[config.mk]
export PLATFORM = sky130hd
export DESIGN_NAME = qbus_dma_arb
export DESIGN_NICKNAME = d
export VERILOG_FILES = /design/src/rtl/qbus_dma_arb.sv
export SDC_FILE = /design/constraint.sdc
export NUM_CORES = 1
export LEC_CHECK = 0
export CAP_MARGIN = 25
export CORE_MARGIN = 4
export CORE_UTILIZATION = 50
export CTS_CLUSTER_DIAMETER = 60
export DETAILED_ROUTE_END_ITERATION = 10
export GPL_TIMING_DRIVEN = 1
export PLACE_DENSITY = 0.84
export SLEW_MARGIN = 15
export SYNTH_ARGS = -nofsm -noshare
export SYNTH_HDL_FRONTEND = slang
export SYNTH_SLANG_ARGS = --single-unit
[constraint.sdc]
create_clock -name pin_clk_p -period 2.7 [get_ports pin_clk_p]
set_input_delay 0.54 -clock pin_clk_p [delete_from_list [all_inputs] [get_ports pin_clk_p]]
set_output_delay 0.54 -clock pin_clk_p [all_outputs]
set_load 0.01 [all_outputs]
[src/rtl/qbus_dma_arb.sv]
`default_nettype none
// +--------------------------------------------------------------------------+
// | qbus_dma_arb: Q-bus DMA arbiter between the CPU control chip and NREQ     |
// | fixed-priority DMA masters, with SACK supervision and CPU fairness hold.  |
// | Rev 1.0                                                                   |
// +--------------------------------------------------------------------------+
module qbus_dma_arb #(
   parameter int NREQ     = 4,
   parameter int SACK_TO  = 16,
   parameter int HOLD_MAX = 8
) (
   input  logic            pin_clk_p,
   input  logic            pin_sr,
   input  logic            pin_breq,
   input  logic            pin_syns,
   input  logic            pin_synr,
   input  logic [NREQ-1:0] pin_dmr,
   input  logic [NREQ-1:0] pin_sack,
   output logic [NREQ-1:0] pin_dmg,
   output logic            pin_bbusy,
   output logic            cpu_cyc,
   output logic            sack_err
);

   localparam int CMAX = (SACK_TO > HOLD_MAX) ? SACK_TO : HOLD_MAX;
   localparam int CW   = (CMAX > 2) ? $clog2(CMAX) : 1;
   localparam int WW   = (NREQ > 1) ? $clog2(NREQ) : 1;
   localparam logic [CW-1:0] SACK_LAST = CW'(SACK_TO - 1);
   localparam logic [CW-1:0] HOLD_LAST = CW'(HOLD_MAX - 1);
   localparam logic [CW-1:0] CNT_SAT   = '1;

   typedef enum logic [2:0] {
      ST_IDLE  = 3'd0,
      ST_CPU   = 3'd1,
      ST_GRANT = 3'd2,
      ST_DMA   = 3'd3,
      ST_HOLD  = 3'd4
   } state_t;

   state_t          state_q, state_d;
   logic [WW-1:0]   win_q, win_d, low_idx;
   logic [CW-1:0]   cnt_q, cnt_d, cnt_inc;
   logic            sack_err_q, sack_err_d;

   // Lowest set index wins: scan downward so the last hit is the smallest.
   always_comb begin
      low_idx = '0;
      for (int i = NREQ - 1; i >= 0; i--) begin
         if (pin_dmr[i]) low_idx = WW'(i);
      end
   end

   always_comb begin
      state_d    = state_q;
      win_d      = win_q;
      cnt_d      = cnt_q;
      sack_err_d = 1'b0;
      cnt_inc    = (cnt_q == CNT_SAT) ? cnt_q : cnt_q + 1'b1;
      case (state_q)
         ST_IDLE: begin
            if (pin_syns) begin
               state_d = ST_CPU;
            end else if (|pin_sack) begin
               state_d = ST_IDLE;
            end else if (|pin_dmr) begin
               state_d = ST_GRANT;
               win_d   = low_idx;
               cnt_d   = '0;
            end
         end
         ST_CPU: begin
            if (pin_synr) state_d = ST_IDLE;
         end
         ST_GRANT: begin
            cnt_d = cnt_inc;
            if (pin_sack[win_q]) begin
               state_d = ST_DMA;
            end else if (!pin_dmr[win_q]) begin
               state_d = ST_IDLE;
            end else if (cnt_q == SACK_LAST) begin
               state_d    = ST_IDLE;
               sack_err_d = 1'b1;
            end
         end
         ST_DMA: begin
            if (!pin_sack[win_q]) begin
               state_d = ST_HOLD;
               cnt_d   = '0;
            end
         end
         ST_HOLD: begin
            // The bus is released here so a pending CPU cycle can start first.
            cnt_d = cnt_inc;
            if (pin_syns) begin
               state_d = ST_CPU;
            end else if (!pin_breq || (cnt_q == HOLD_LAST)) begin
               state_d = ST_IDLE;
            end
         end
         default: state_d = ST_IDLE;
      endcase
   end

   always_ff @(posedge pin_clk_p) begin
      if (pin_sr) begin
         state_q    <= ST_IDLE;
         win_q      <= '0;
         cnt_q      <= '0;
         sack_err_q <= 1'b0;
      end else begin
         state_q    <= state_d;
         win_q      <= win_d;
         cnt_q      <= cnt_d;
         sack_err_q <= sack_err_d;
      end
   end

   always_comb begin
      pin_dmg   = (state_q == ST_GRANT) ? (NREQ'(1) << win_q) : '0;
      pin_bbusy = (state_q == ST_GRANT) || (state_q == ST_DMA);
      cpu_cyc   = (state_q == ST_CPU);
      sack_err  = sack_err_q;
   end

endmodule
`default_nettype wire

==> impl_metrics.json <==
{
  "reg2reg_depth": 5,
  "ios": 20,
  "placed_area_um2": 962.2,
  "regToRegEndpoint": "win_q[0]",
  "ys_warn_count": 0,
  "overflow": 0,
  "syn-num-nets": 107,
  "fp-row-count": 13,
  "skew_ps": 3.104,
  "path_buf_inv": 1,
  "cts_buffers": 3,
  "timing.fmax_mhz": 403.4,
  "track_usage": 0.1862,
  "vias": 755,
  "slowest_stage": "clkdlybuf4s50_1",
  "relSlewSlack": 0.7177,
  "reg2reg_slack_ps": 940,
  "core_um2": 1366,
  "path_cells": "nor2b_1, nor2b_2, nand2_1, nor2_1, clkdlybuf4s50_1",
  "viasPerCell": 5.945,
  "gp_congestion": 0.8609,
  "max_stage_delay_ps": 540,
  "powerDensity_nw_per_um2": 325.9,
  "yosysSeqAreaShare": 0.2602,
  "hold_viol_final": 0,
  "worstPathArrival_ps": 1940,
  "initial_core_util": 0.5632,
  "first_pass_iters": 4,
  "totalWireLength_um": 1760,
  "crit_path_end": "pin_dmg[1]",
  "setup_viol": 0,
  "ys_seq_elements": 10,
  "root_buffer": "clkbuf_4",
  "port_buffers": 19,
  "cp_max_fo": 9,
  "drv_cap": 0,
  "wl_per_cell_um": 13.86,
  "hold_buffers": 0,
  "setup_tns_ps": 0,
  "cts_max_path_buffers": 2,
  "dieArea_um2": 2231,
  "cts_tree": "done",
  "yosysUniqueCellTypes": 39,
  "ir_drop_uv": 245.7,
  "drt_iter0_drc": 23,
  "p_leak_uw": 0.0003491,
  "crit_type": "reg2out",
  "numClockSinks": 10,
  "cp-end-kind": "output pin",
  "status": "finished clean",
  "maxSlewViolCount": 0,
  "worst-path-stages": 5,
  "rsz0062_at_grt": "false",
  "startpoint_type": "flop",
  "min_path_type": "reg2reg",
  "required_ps": 2160,
  "drive_above_1_share": 0.09821,
  "antenna_found_initial": 0,
  "min_period_over_period": 0.9181,
  "cp_top_family": "simple AND/OR/NAND/NOR gates",
  "grt_pass1_vias": 656,
  "cts_setup_buffers": 0,
  "fin_area_um2": 987.2,
  "post-dp-hpwl_um": 1405,
  "area_delta_synth_final_pct": 28.29,
  "ant_nets": 0,
  "die_h_um": 47.23,
  "drc": 0,
  "antenna_cells": 0,
  "post-route-min-period_ps": 2479,
  "nets": 128,
  "cts_max_level": 1,
  "crit_start": "state_q[2]",
  "worst_pin_slew_ps": 422.9,
  "synth_area_per_cell_um2": 8.274,
  "clk_pin_slew_worst_paths_ps": 60,
  "die_x_um": 47.23,
  "netlist_area_um2": 769.5,
  "syn_inst": 93,
  "grt_start_max_net_pins": 15,
  "grt_pass1_wl_um": 2898,
  "r2r_start": "state_q[1]",
  "clkLatencyLatePin_ps": 270
}
[area by class of cell]
type	count	area, um^2
flip-flops and latches	10	200.2
clock buffers	3	22.52
well taps	15	18.77
repair buffers	21	205.2
multi-input cells	75	529.3
inverters	3	11.26
fillers	109	379.1
[worst min-delay path: stages (launching register included)]
cell      delay, ps
dfxtp_1         320
nand2b_1         80
mux2i_1          60
[Yosys cell counts, drive strengths merged]
cell	count	area [um^2]
inv	3	11.26
nor4	1	6.260
clkbuf	1	3.750
mux4	2	48.80
a311oi	1	8.760
nor4b	1	8.760
buf	4	27.52
or3	1	6.260
o22a	1	8.760
a32o	1	10.01
or4	1	11.26
o21ai	1	5.000
a221oi	2	17.52
o21bai	1	7.510
nor2	11	41.29
o41ai	1	8.760
mux2i	5	50.05
o211a	1	10.01
o2111a	1	11.26
nor3b	2	15.01
a21oi	4	20.02
xnor2	1	8.760
a2bb2oi	1	8.760
nand3b	2	15.01
nor2b	7	43.79
or2	1	6.260
nand2	10	37.54
o2111ai	1	8.760
nand2b	3	18.77
and2b	1	8.760
nor3	5	36.29
or4b	1	10.01
ha	1	12.51
dfxtp	10	200.2
nand3	2	10.01
and2	1	6.260
[worst min-delay path by stage]
stage,end,from,cells after the start
after floorplan,cnt_q[1],cnt_q[1],2
after global placement,cnt_q[1],cnt_q[1],2
after detailed placement,cnt_q[1],cnt_q[1],2
after CTS,cnt_q[1],cnt_q[1],2
after global routing,cnt_q[1],cnt_q[1],2
final,cnt_q[1],cnt_q[1],2
[state kept, by name, indices dropped and copies added (netlist names)]
register  cells
cnt_q         4
state_q       3
sack_err      1
win_q         2
[metal layers]
metal | global-route usage | vias to the layer above | wire, um
met1 | 0.2466 | 337 | 781
li1 | - | 384 | -
met2 | 0.2674 | 28 | 787
met4 | 0.08840 | 0 | 34
met3 | 0.06513 | 6 | 156
met5 | 0 | - | 0
[layout by cell type, fill, tap and decap left out, drive strengths merged, types with 2 or more instances in the layout]
cell and n:
clkbuf 3, nand3 2, a221oi 2, mux2i 5, inv 3, nand2b 3
buf 2, mux4 2, dfxtp 10, nor2b 7, nor3 5, nor3b 2
nor2 11, a21oi 4, nand2 10, clkdlybuf4s50 19, nand3b 2
[cell families (layout without fill, tap and decap cells)]
logic type                 count (synthesis)  in the layout  synth area share
DFF                                       10             10            0.2602
muxes                                      7              7            0.1285
AOI/OAI and AO/OA                         16             16            0.1626
and+or+nand+nor                           50             50            0.3659
adders and majority gates                  1              1           0.01626
xor gates and xnor gates                   1              1           0.01138
buffers and inverters                      8             27           0.05527
[through the flow]
step,hold slack (ps),total power [uW],util,cells,setup WS (ps)
6_report,513.8,321.7,0.7225,127,221.1
5_1_grt,545.7,333.6,0.7225,127,36.44
4_1_cts,512.7,321.8,0.7207,127,126.2
3_5_place_dp,501.5,220.1,0.7042,124,244.9
3_3_place_gp,478.1,218.6,0.7042,124,277.1
2_1_floorplan,465.5,188.3,-,93,779.6
[what timing repair did]
item	CTS	global route
hold endpoints to repair	0	0
setup endpoints to repair	0	4
resized for setup	0	1
[power breakdown]
| part | total [uW] | switching, uW | internal [uW] |
|---|---|---|---|
| Combinational | 63.2 | 26.9 | 36.4 |
| Sequential | 154 | 4.98 | 149 |
| Clock | 104 | 52.5 | 51.7 |
| Total | 322 | 84.4 | 237 |
No activity file was read; power rests on OpenSTA's default activity.
==> RTL edit (same settings) <==
Set the parameter `HOLD_MAX` to 16 (it was 8).
--- a/src/rtl/qbus_dma_arb.sv
+++ b/src/rtl/qbus_dma_arb.sv
@@ -9,3 +9,3 @@
    parameter int SACK_TO  = 16,
-   parameter int HOLD_MAX = 8
+   parameter int HOLD_MAX = 16
 ) (
Check against the original RTL: no difference found for any inputs over 10 cycles, from zero or initial values; that may be too few to reach the edited logic, so the function may still have changed.
==> RTL edit against the unedited design <==
Highest routed layer unchanged; count of clock-buffer cells in the layout rose by 1; core utilization is 0.37 points higher; sequential cell count unchanged; power is 12% higher; largest power group unchanged; worst setup slack better by 0.014 ns; design area is 0.51% higher; register-to-register slack got worse by 0.02 ns; wire length is 3.3% higher; synthesized area is 1.8% lower; clock power grew 33%.
==> RTL edit: results (changes against the unedited design) <==
reg2reg start=win_q[0]; Combinational Power Share=0.193 (-0.004); syn nets=102 (-4.7%); worst hold path depth=1 (-1); Clock Skew=0.00688 ns (+0.00378 ns); main area contributors after synthesis=dfxtp_1 26%, mux4_2 6.0%, nor4_4 5.6%; Vias/cell=6.06 (+1.9%); HPWL Detailed=1.40 mm (-0.31%); peak supply drop=0.000253 V (+3.1%); CP Data Arrival Time=1.92 ns (-0.02 ns); Worst setup startpoint=state_q[1]; share of cells above drive strength 1=0.165 (+0.0669); largest net degree at the start of global routing=14 (-1); Final Wtd Congestion=0.776 (-9.9%); DRT Wirelength=1.82 mm (+3.3%); hold path endpoint=cnt_q[3]; number of global-route vias before repair=696 (+6.1%); worst hold path startpoint=cnt_q[3]; Nets=124 (-3.1%); R2R Path End=state_q[1]; synth unique cells=41 (+5.1%); CP endpoint=pin_dmg[3]; status=complete, no violations; total global-route track usage=0.196 (+0.00971); Slew HR=0.724 (+0.00656); Comb. pwr=0.0693 mW (+9.7%)
RTL edit: changes by cell type after synthesis, sizes merged, moves of 3 or more:
cell	unedited run	this run
mux2i	5	0
nand2	10	5
nor2	11	8
nor2b	7	0
a21oi	4	7
nor4	1	4
RTL edit: per-layer routing:
| layer | vias to the layer above | GRT usage |
|---|---|---|
| li1 | 385 | - |
| met1 | 348 | 0.225 |
| met2 | 13 | 0.328 |
| met3 | 5 | 0.0575 |
| met4 | 0 | 0.0994 |
| met5 | - | 0 |
RTL edit: kinds of logic after synthesis:
family,count (synthesis),synth area share
XOR/XNOR,1,0.0116
AO/OA/AOI/OAI,22,0.209
multiplexers,2,0.0596
AND/OR/NAND/NOR,47,0.396
buffers and inverters,5,0.0430
adder cells (fa/ha/maj),1,0.0166
flip-flops,10,0.265
RTL edit: area by class of cell:
| type | count | area share |
|---|---|---|
| clock buffer | 4 | 0.0366 |
| inverter | 1 | 0.00378 |
| multi-input combinational | 73 | 0.532 |
| sequential | 10 | 0.202 |
| tap | 15 | 0.0189 |
| timing repair buffer | 21 | 0.207 |
RTL edit: through the flow:
step,instance area (um2),hold slack [ns],setup WS [ns],utilization,instances
4_1_cts,987,0.506,0.0764,0.723,124
2_1_floorplan,756,0.466,1.02,-,88
3_5_place_dp,951,0.496,0.370,0.696,120
5_1_grt,992,0.518,0.107,0.726,124
3_3_place_gp,951,0.489,0.372,0.696,120
6_report,992,0.509,0.235,0.726,124
RTL edit: worst max-delay path, cell delays in order (launching register included):
cell             delay [ns]
dfxtp_1                0.57
nor3b_2                0.36
and3_1                 0.19
clkdlybuf4s50_1        0.54
RTL edit: what timing repair did:
item                       in CTS  in global routing
resized for setup               0                  1
hold buffers                    0                  0
setup endpoints to repair       0                  3
hold endpoints to repair        0                  0
